==> src/rtl/id_ex_stage.sv <==
// ID/EX pipeline register with EX-side operand forwarding and load-use detection.
// The EX/MEM and MEM/WB bypass muxes sit after the register, so they see the current downstream state.

module id_ex_fwd #(
  parameter int XLEN = 32,
  parameter int RAW  = 5
) (
  input  logic [RAW-1:0]  src_addr,
  input  logic [XLEN-1:0] reg_data,
  input  logic            exmem_regwrite,
  input  logic [RAW-1:0]  exmem_rd,
  input  logic [XLEN-1:0] exmem_result,
  input  logic            memwb_regwrite,
  input  logic [RAW-1:0]  memwb_rd,
  input  logic [XLEN-1:0] memwb_result,
  output logic [XLEN-1:0] fwd_data
);
  // x0 is hard-wired zero, so a producer naming it must never be bypassed.
  always_comb begin
    fwd_data = reg_data;
    if (src_addr == '0)
      fwd_data = reg_data;
    else if (exmem_regwrite && exmem_rd == src_addr)
      fwd_data = exmem_result;
    else if (memwb_regwrite && memwb_rd == src_addr)
      fwd_data = memwb_result;
  end
endmodule

module id_ex_stage #(
  parameter int XLEN   = 32,
  parameter int RAW    = 5,
  parameter int ALUOPW = 3
) (
  input  logic              clk,
  input  logic              rst_n,
  input  logic              stall,
  input  logic              flush,
  input  logic              id_valid,
  input  logic [XLEN-1:0]   id_pc,
  input  logic [RAW-1:0]    id_rs1_addr,
  input  logic [RAW-1:0]    id_rs2_addr,
  input  logic [RAW-1:0]    id_rd_addr,
  input  logic [XLEN-1:0]   id_rs1_data,
  input  logic [XLEN-1:0]   id_rs2_data,
  input  logic [XLEN-1:0]   id_imm,
  input  logic              id_alusrc,
  input  logic [ALUOPW-1:0] id_aluop,
  input  logic              id_regwrite,
  input  logic              id_memread,
  input  logic              id_memwrite,
  input  logic              exmem_regwrite,
  input  logic [RAW-1:0]    exmem_rd,
  input  logic [XLEN-1:0]   exmem_result,
  input  logic              memwb_regwrite,
  input  logic [RAW-1:0]    memwb_rd,
  input  logic [XLEN-1:0]   memwb_result,
  output logic [XLEN-1:0]   alu_a,
  output logic [XLEN-1:0]   alu_b,
  output logic [ALUOPW-1:0] alu_aluop,
  output logic [XLEN-1:0]   ex_store_data,
  output logic              ex_valid,
  output logic [XLEN-1:0]   ex_pc,
  output logic [RAW-1:0]    ex_rd,
  output logic              ex_regwrite,
  output logic              ex_memread,
  output logic              ex_memwrite,
  output logic              load_use_hazard
);
  localparam int NSRC = 2;

  typedef struct packed {
    logic              valid;
    logic              alusrc;
    logic [ALUOPW-1:0] aluop;
    logic              regwrite;
    logic              memread;
    logic              memwrite;
  } ctrl_t;

  ctrl_t                       id_ctrl, ex_ctrl;
  logic [XLEN-1:0]             ex_imm;
  logic [NSRC-1:0][RAW-1:0]    id_rs_addr, ex_rs_addr;
  logic [NSRC-1:0][XLEN-1:0]   id_rs_data, ex_rs_data, fwd_data;

  assign id_ctrl    = '{valid: id_valid, alusrc: id_alusrc, aluop: id_aluop,
                        regwrite: id_regwrite, memread: id_memread, memwrite: id_memwrite};
  assign id_rs_addr = {id_rs2_addr, id_rs1_addr};
  assign id_rs_data = {id_rs2_data, id_rs1_data};

  for (genvar i = 0; i < NSRC; i++) begin : g_fwd
    id_ex_fwd #(.XLEN(XLEN), .RAW(RAW)) u_fwd (
      .src_addr       (ex_rs_addr[i]),
      .reg_data       (ex_rs_data[i]),
      .exmem_regwrite (exmem_regwrite),
      .exmem_rd       (exmem_rd),
      .exmem_result   (exmem_result),
      .memwb_regwrite (memwb_regwrite),
      .memwb_rd       (memwb_rd),
      .memwb_result   (memwb_result),
      .fwd_data       (fwd_data[i])
    );
  end

  // On stall the operand registers capture the bypassed value, so a MEM/WB
  // result survives after that instruction leaves the pipe.
  always_ff @(posedge clk or negedge rst_n) begin
    if (!rst_n) begin
      ex_ctrl    <= '0;
      ex_pc      <= '0;
      ex_rd      <= '0;
      ex_imm     <= '0;
      ex_rs_addr <= '0;
      ex_rs_data <= '0;
    end else if (flush) begin
      ex_ctrl    <= '0;
    end else if (stall) begin
      ex_rs_data <= fwd_data;
    end else begin
      ex_ctrl    <= id_ctrl;
      ex_pc      <= id_pc;
      ex_rd      <= id_rd_addr;
      ex_imm     <= id_imm;
      ex_rs_addr <= id_rs_addr;
      ex_rs_data <= id_rs_data;
    end
  end

  assign ex_valid      = ex_ctrl.valid;
  assign alu_aluop     = ex_ctrl.aluop;
  assign ex_regwrite   = ex_ctrl.regwrite & ex_ctrl.valid;
  assign ex_memread    = ex_ctrl.memread  & ex_ctrl.valid;
  assign ex_memwrite   = ex_ctrl.memwrite & ex_ctrl.valid;
  assign alu_a         = fwd_data[0];
  assign alu_b         = ex_ctrl.alusrc ? ex_imm : fwd_data[1];
  assign ex_store_data = fwd_data[1];

  assign load_use_hazard = ex_ctrl.valid & ex_ctrl.memread & (ex_rd != '0) & id_valid &
                           ((ex_rd == id_rs1_addr) | (ex_rd == id_rs2_addr));
endmodule

==> config.mk <==
export PLATFORM = sky130hd
export DESIGN_NAME = id_ex_stage
export DESIGN_NICKNAME = d
export VERILOG_FILES = /design/src/rtl/id_ex_stage.sv
export SDC_FILE = /design/constraint.sdc
export NUM_CORES = 1
export LEC_CHECK = 0
export BUFFER_PORTS_ARGS = -buffer_cell sky130_fd_sc_hd__buf_2
export CAP_MARGIN = 5
export CORE_AREA = 2 2 145 147
export DETAILED_ROUTE_END_ITERATION = 8
export DIE_AREA = 0 0 147 149
export PLACE_DENSITY = 0.72
export SLEW_MARGIN = 20
export SYNTH_ARGS = -nofsm -noshare
export SYNTH_HDL_FRONTEND = slang
export SYNTH_HIERARCHICAL = 1
export SYNTH_SLANG_ARGS = --single-unit
==> constraint.sdc <==
create_clock -name clk -period 2.2 [get_ports clk]
set_input_delay 0.11 -clock clk [delete_from_list [all_inputs] [get_ports clk]]
set_output_delay 0.11 -clock clk [all_outputs]
set_load 0.01 [all_outputs]
==> metrics.txt, run 1 <==
clk_skew between 0.01 and 0.015 ns; CTS tree yes; Synth cell types 32; crit path max fanout 20; cell taking the most area after synthesis dfrtp_1; status finished with violations; WP depth 10; Top Ports ~370; critical path type register to output pin; Routed WL approximately 37,000 um; Synth-to-Final Area Change 80.6%; top cell type's share of synthesized area 44.1%; cell family with most CP delay buffers and inverters; syn nets 956; port bufs 371; synthesized area per cell 11.8 sq um; max_cap viols 0; Cells after Synth 725; worst endpoint required time 2.09 ns; max-slew violation count 0; prevailing post-synth register cell dfrtp_1; Worst-Margin Slew 0.785 ns; Cell Chain, Critical Path buf_6 -> xor2_1 -> nor4_2 -> buf_4 -> o311ai_4 -> buf_12 -> o22ai_2 -> a2bb2oi_4 -> mux2_2 -> buf_2; failing checks negative hold slack, negative setup slack; register bit count reported by yosys 151; 1st-pass router iterations 5; Rel. slew slack 47.7%; Hold Crit Start id_rs1_data[12]; r2r worst-path depth 10; # DRC 0; Crit path largest cell delay 0.40 ns; DRT iter0 DRCs 455; CTS clk-pin slew, worst paths 0.07 ns; hold endpoint ex_rs_data[12]; clock latency on the worst-skew pair 0.43 ns; hold_ws -0.0139 ns; Setup crit start kind register; hpwl dp ~20,000 um; main area contributors after synthesis dfrtp_1 44%, mux2_2 13%, a2bb2oi_2 11%; number of global-route vias before repair about 9,100; Worst R2R Start ex_rs_addr[3]; Post-Place Cells roughly 1,400; fin nets 1,528; worst path arrival time roughly 2.7 ns; final worst slack -0.582 ns; RePlAce Congestion roughly 0.86; Async SR Flop Fraction 100%; LEAKAGE approximately 7.0 nW; GRT Total Usage 29.7%; final cell count without fillers 1,588; # setup viols final 158; Yosys Warn Count 6; fmax 0.360 GHz; Max VDD drop 0.558 mV; via count just under 9,000; global route overflow 0; unrepaired setup endpoints after global routing true; Hold Path Class input port to register; Post-synth EDFFs 0; Routed WL per cell 23.1 um; min Tclk post-route roughly 2.8 ns; Sink Count 151; Fillers 1,196; sequential element share of the synthesized area 44.1%; setup TNS -51.32 ns; Pwr Density between 700 and 800 nW/um^2; Initial Utilization 41.6%; Worst path slowest cell dfrtp_1; overall power 11.0 mW; post-route ant nets 0; total CTS buffers 17; crit end category output pin; # rows between 50 and 60; Die H roughly 150 um; critical path buffer and inverter count 4; Root Driver clkbuf_16; CTS max path bufs 2; Die Width roughly 150 um; r2r setup slk -0.40 ns; Hold Path Stages 3; largest net degree at the start of global routing between 100 and 150; die area 21,900 sq um; first-pass GRT wire length 50,200 um; Hold Fails Final Rpt 2; Placement Setup Slack -0.164 ns; part of the cycle the worst path needs 126%; Via-to-Cell Ratio 5.54; Mapped Area 8560 sq um; Core Footprint 20,600 sq um; maximum level of the CTS H-tree 4; layout cell share with drive strength beyond 1 57.4%; initial antenna violation count 4; FF-to-FF End ex_rs_data[11]
synth_stat cells (12+ instances only):
master,count
mux2_2,101
o21ai_0,64
buf_4,12
buf_2,14
dfrtp_1,151
mux2i_1,72
clkbuf_1,26
o22ai_1,64
xnor2_1,14
nand2_1,68
xor2_1,16
a2bb2oi_2,60
worst min-delay path: cells and delay by family:
kind | cells | cell delay, ns
buffers and inverters | 1 | 0.10
AO/OA/AOI/OAI | 1 | 0.10
multiplexers | 1 | 0.06
layout make-up:
type / instances / area (sq um) / share of cell area (%)
diodes: 3 / 7.51 / 0.0486
clock buffers: 17 / 425 / 2.75
clock inverters: 15 / 201 / 1.30
inverters: 2 / 7.51 / 0.0486
multi-input cells: 508 / 5670 / 36.7
flip-flops and latches: 151 / 3780 / 24.4
well taps: 275 / 344 / 2.23
repair buffers: 617 / 5030 / 32.5
routing by layer:
layer	vias to the layer above	global-route usage [%]	part of all wire (%)
met3	150	5.47	6.5
met4	2	11.7	5.0
met1	4330	36.4	37
li1	3838	-	-
met2	478	52.0	51
met5	-	0	0.019
sequential cells by signal, summed over array words and instances (netlist names):
name,cells
ex_rs_data,64
ex_imm,32
ex_pc,32
ex_rs_addr,10
ex_rd,5
ex_ctrl,4
alu_aluop,3
ex_valid,1
power by group:
part	total, mW	switching (mW)	internal [mW]
registers	3.54	0.365	3.18
logic	4.24	1.79	2.45
clock network	3.21	1.37	1.84
worst max-delay path by stage:
stage                     slack (ns)     startpoint              to
final                          -0.58  ex_rs_addr[6]        alu_b[2]
after global routing           -0.71  ex_rs_addr[6]       alu_b[18]
after CTS                      -0.58  ex_rs_addr[8]       alu_b[29]
after detailed placement       -0.16  ex_rs_addr[8]  ex_rs_data[62]
after global placement         -0.13  ex_rs_addr[8]       alu_b[17]
after floorplan                 0.15  ex_rs_addr[6]        alu_b[0]
through the flow:
step | hold WS [ns] | util (%) | cell area, sq um
global placement | 0.0866 | 53.4 | 11000
CTS | 0.00170 | 69.4 | 14300
floorplan | -0.186 | - | 8560
global route | 0.0134 | 75.2 | 15500
finish | -0.0139 | 75.2 | 15500
detailed placement | 0.0894 | 53.4 | 11000
cells by family (layout without fill, tap and decap cells):
logic type	Yosys count	in the layout	synth area share [%]
flip-flops	151	151	44.1
XOR/XNOR	30	30	3.07
buffers and inverters	66	651	4.50
AO/OA/AOI/OAI	198	198	20.3
multiplexers	183	183	23.0
other	0	3	0
AND/OR/NAND/NOR	97	97	4.94
repair_timing:
action                     4_1_cts  5_1_grt
hold buffers                   145        1
gates resized for setup        170      192
hold endpoints to repair       187        1
pin swaps                       13       31
setup endpoints to repair      132      160
buffers inserted                25       27
cloned                           4        5
cell usage in the layout, fill, tap and decap left out, drive strengths merged, types with 21 or more instances in the layout:
master,Yosys,routed
a2bb2oi,62,62
buf,38,466
clkbuf,26,21
dfrtp,151,151
dlygate4sd3,0,146
mux2,111,111
mux2i,72,72
nand2,68,68
o21ai,64,64
o22ai,64,64
No activity file was read; power rests on OpenSTA's default activity.
==> inputs of run 2 (changes only) <==
--- a/config.mk
+++ b/config.mk
@@ -11,6 +11,7 @@
 export DETAILED_ROUTE_END_ITERATION = 8
 export DIE_AREA = 0 0 147 149
 export PLACE_DENSITY = 0.72
+export RECOVER_POWER = 100
 export SLEW_MARGIN = 20
 export SYNTH_ARGS = -nofsm -noshare
 export SYNTH_HDL_FRONTEND = slang
==> metrics.txt, run 2 (synthesized netlist as in run 1, its figures left out) <==
cell family with most CP delay buffers and inverters; hold_ws -0.0113 ns; fin nets 1,528; Setup crit start kind register; maximum level of the CTS H-tree 4; CTS clk-pin slew, worst paths 0.07 ns; CTS tree yes; # setup viols final roughly 220; Biggest register ex_rs_data; Die H 149 um; Cell Chain, Critical Path buf_6 -> xor2_1 -> nor4_2 -> buf_4 -> o311ai_4 -> buf_12 -> o22ai_2 -> a2bb2oi_4 -> mux2_2 -> buf_2; die area around 22,000 sq um; DRT iter0 DRCs 425; commonest non-fill, non-tap cell in the layout buf_2; LEAKAGE 6.85 nW; Die Width 147 um; Core Footprint 20,600 sq um; Max VDD drop 0.558 mV; overall power approximately 11 mW; layout cell share with drive strength beyond 1 54.0%; part of the cycle the worst path needs 126%; max FFs per register 64; critical path type register to output pin; GRT busiest layer met2; cell area after layout 15,400 sq um; Pwr Density about 710 nW/um^2; Worst path slowest cell dfrtp_1; clk_skew between 0.01 and 0.015 ns; largest net degree at the start of global routing 137; GRT Total Usage 29.7%; cell-internal power 7.43 mW; Placement Setup Slack -0.164 ns; clock share of power between 20% and 30%; Worst-Margin Slew 1.55 ns; Post-Place Cells 1,353; crit path max fanout 20; Hold Fails Final Rpt 2; setup TNS -54.38 ns; Hold Path Class input port to register; Rel. slew slack -3.32%; worst path arrival time 2.67 ns; Regs by FF count ex_rs_data: 64 flops, ex_imm: 32 flops, ex_pc: 32 flops; hpwl dp 20,200 um; crit end category output pin; Root Driver clkbuf_16; M1 GR Usage 36.4%; final cell count without fillers 1,588; sw frac 32.1%; initial antenna violation count 4; via count approximately 8,900; worst endpoint required time 2.09 ns; Via-to-Cell Ratio 5.60; total CTS buffers 17; global route overflow 0; critical path buffer and inverter count 4; final worst slack -0.582 ns; status finished with violations; Routed WL 36,700 um; # DRC 0; Routed WL per cell 23.1 um; Sink Count between 150 and 200; M3 GR Usage 5.47%; max_cap viols 1; # rows 53; 1st-pass router iterations 5; GR Util met2 52.0%; failing checks negative hold slack, max-capacitance violations, max-slew violations, negative setup slack; port bufs 371; unrepaired setup endpoints after global routing true; RePlAce Congestion 0.860; Initial Utilization a little over two fifths; P_sw between 3 and 4 mW; most frequent cells in the layout 262 x buf_2, 150 x dfrtp_1, 146 x dlygate4sd3_1; post-route ant nets 0; Top Ports approximately 370; DP Area 11,000 sq um; Synth-to-Final Area Change 79.3%; number of global-route vias before repair 9,092; CTS max path bufs 2; min Tclk post-route 2.78 ns; fmax 0.359 GHz; max-slew violation count 20; Fillers 1,235; register share of total power 32.4%; first-pass GRT wire length around 50,000 um; Crit path largest cell delay ~0.4 ns; clock latency on the worst-skew pair 0.42 ns; part of the power in combinational logic between 30% and 40%
-- run 2: cell types whose count changed in the layout (fill, tap and decap cells not counted), moves of 2 or more --
| cell | change |
|---|---|
| clkbuf_4 | +2 |
| clkbuf_1 | +43 |
| and2_0 | +3 |
| buf_12 | -3 |
| and2_1 | -3 |
| buf_4 | -2 |
| buf_2 | -41 |
-- run 2: power groups by stage --
stage | Clock (mW) | Sequential, mW | Combinational [mW]
4_1_cts | 3.22 | 3.50 | 3.48
3_3_place_gp | 0 | 3.49 | 2.66
3_5_place_dp | 0 | 3.51 | 2.71
2_1_floorplan | 0 | 3.50 | 1.52
6_report | 3.21 | 3.54 | 4.20
5_1_grt | 3.36 | 3.59 | 4.40
-- run 2: path summary, 6_finish.rpt --
path                                      start        endpoint  slack, ns  cells after the start
worst min register to register         ex_pc[5]        ex_pc[5]       0.49                      1
max in group asynchronous                 rst_n      ex_ctrl[6]       0.24                      3
worst min-delay path            id_rs1_data[12]  ex_rs_data[12]      -0.01                      3
worst max-delay path              ex_rs_addr[6]        alu_b[2]      -0.58                     10
worst max register to register    ex_rs_addr[3]  ex_rs_data[11]      -0.40                     10
min in group asynchronous                 rst_n  ex_rs_data[44]       0.48                      2
-- run 2: tightest hold or removal path: cells and delay by family --
kind	cells	cell delay, ns
compound gates	1	0.10
buf+inv	1	0.10
mux	1	0.06
-- run 2: timing repair --
action | CTS | global route
pin swaps | 13 | 31
resized for setup | 170 | 192
gates cloned | 4 | 5
hold buffers | 145 | 1
endpoints found under the setup margin | 132 | 160
endpoints found under the hold margin | 187 | 1
buffers inserted | 25 | 27
-- run 2: metrics by stage --
step	hold WS (ns)	util (%)
2_1_floorplan	-0.186	-
3_3_place_gp	0.0866	53.4
3_5_place_dp	0.0894	53.4
4_1_cts	0.00170	69.4
5_1_grt	0.0134	74.7
6_report	-0.0113	74.7
-- run 2: area by class of cell --
type | count | area, sq um | share of cell area [%]
multi-input cells | 508 | 5660 | 36.9
clock inverters | 15 | 201 | 1.31
flip-flops and latches | 151 | 3780 | 24.6
clock buffers | 17 | 425 | 2.77
repair buffers | 617 | 4930 | 32.1
well taps | 275 | 344 | 2.24
inverters | 2 | 7.51 | 0.0489
diodes | 3 | 7.51 | 0.0489
-- run 2: per-layer routing --
metal / vias up / part of all wire [%]
met4: 2 / 5.4
met1: 4360 / 37
met3: 171 / 6.7
li1: 3840 / -
met5: - / 0.019
met2: 512 / 51
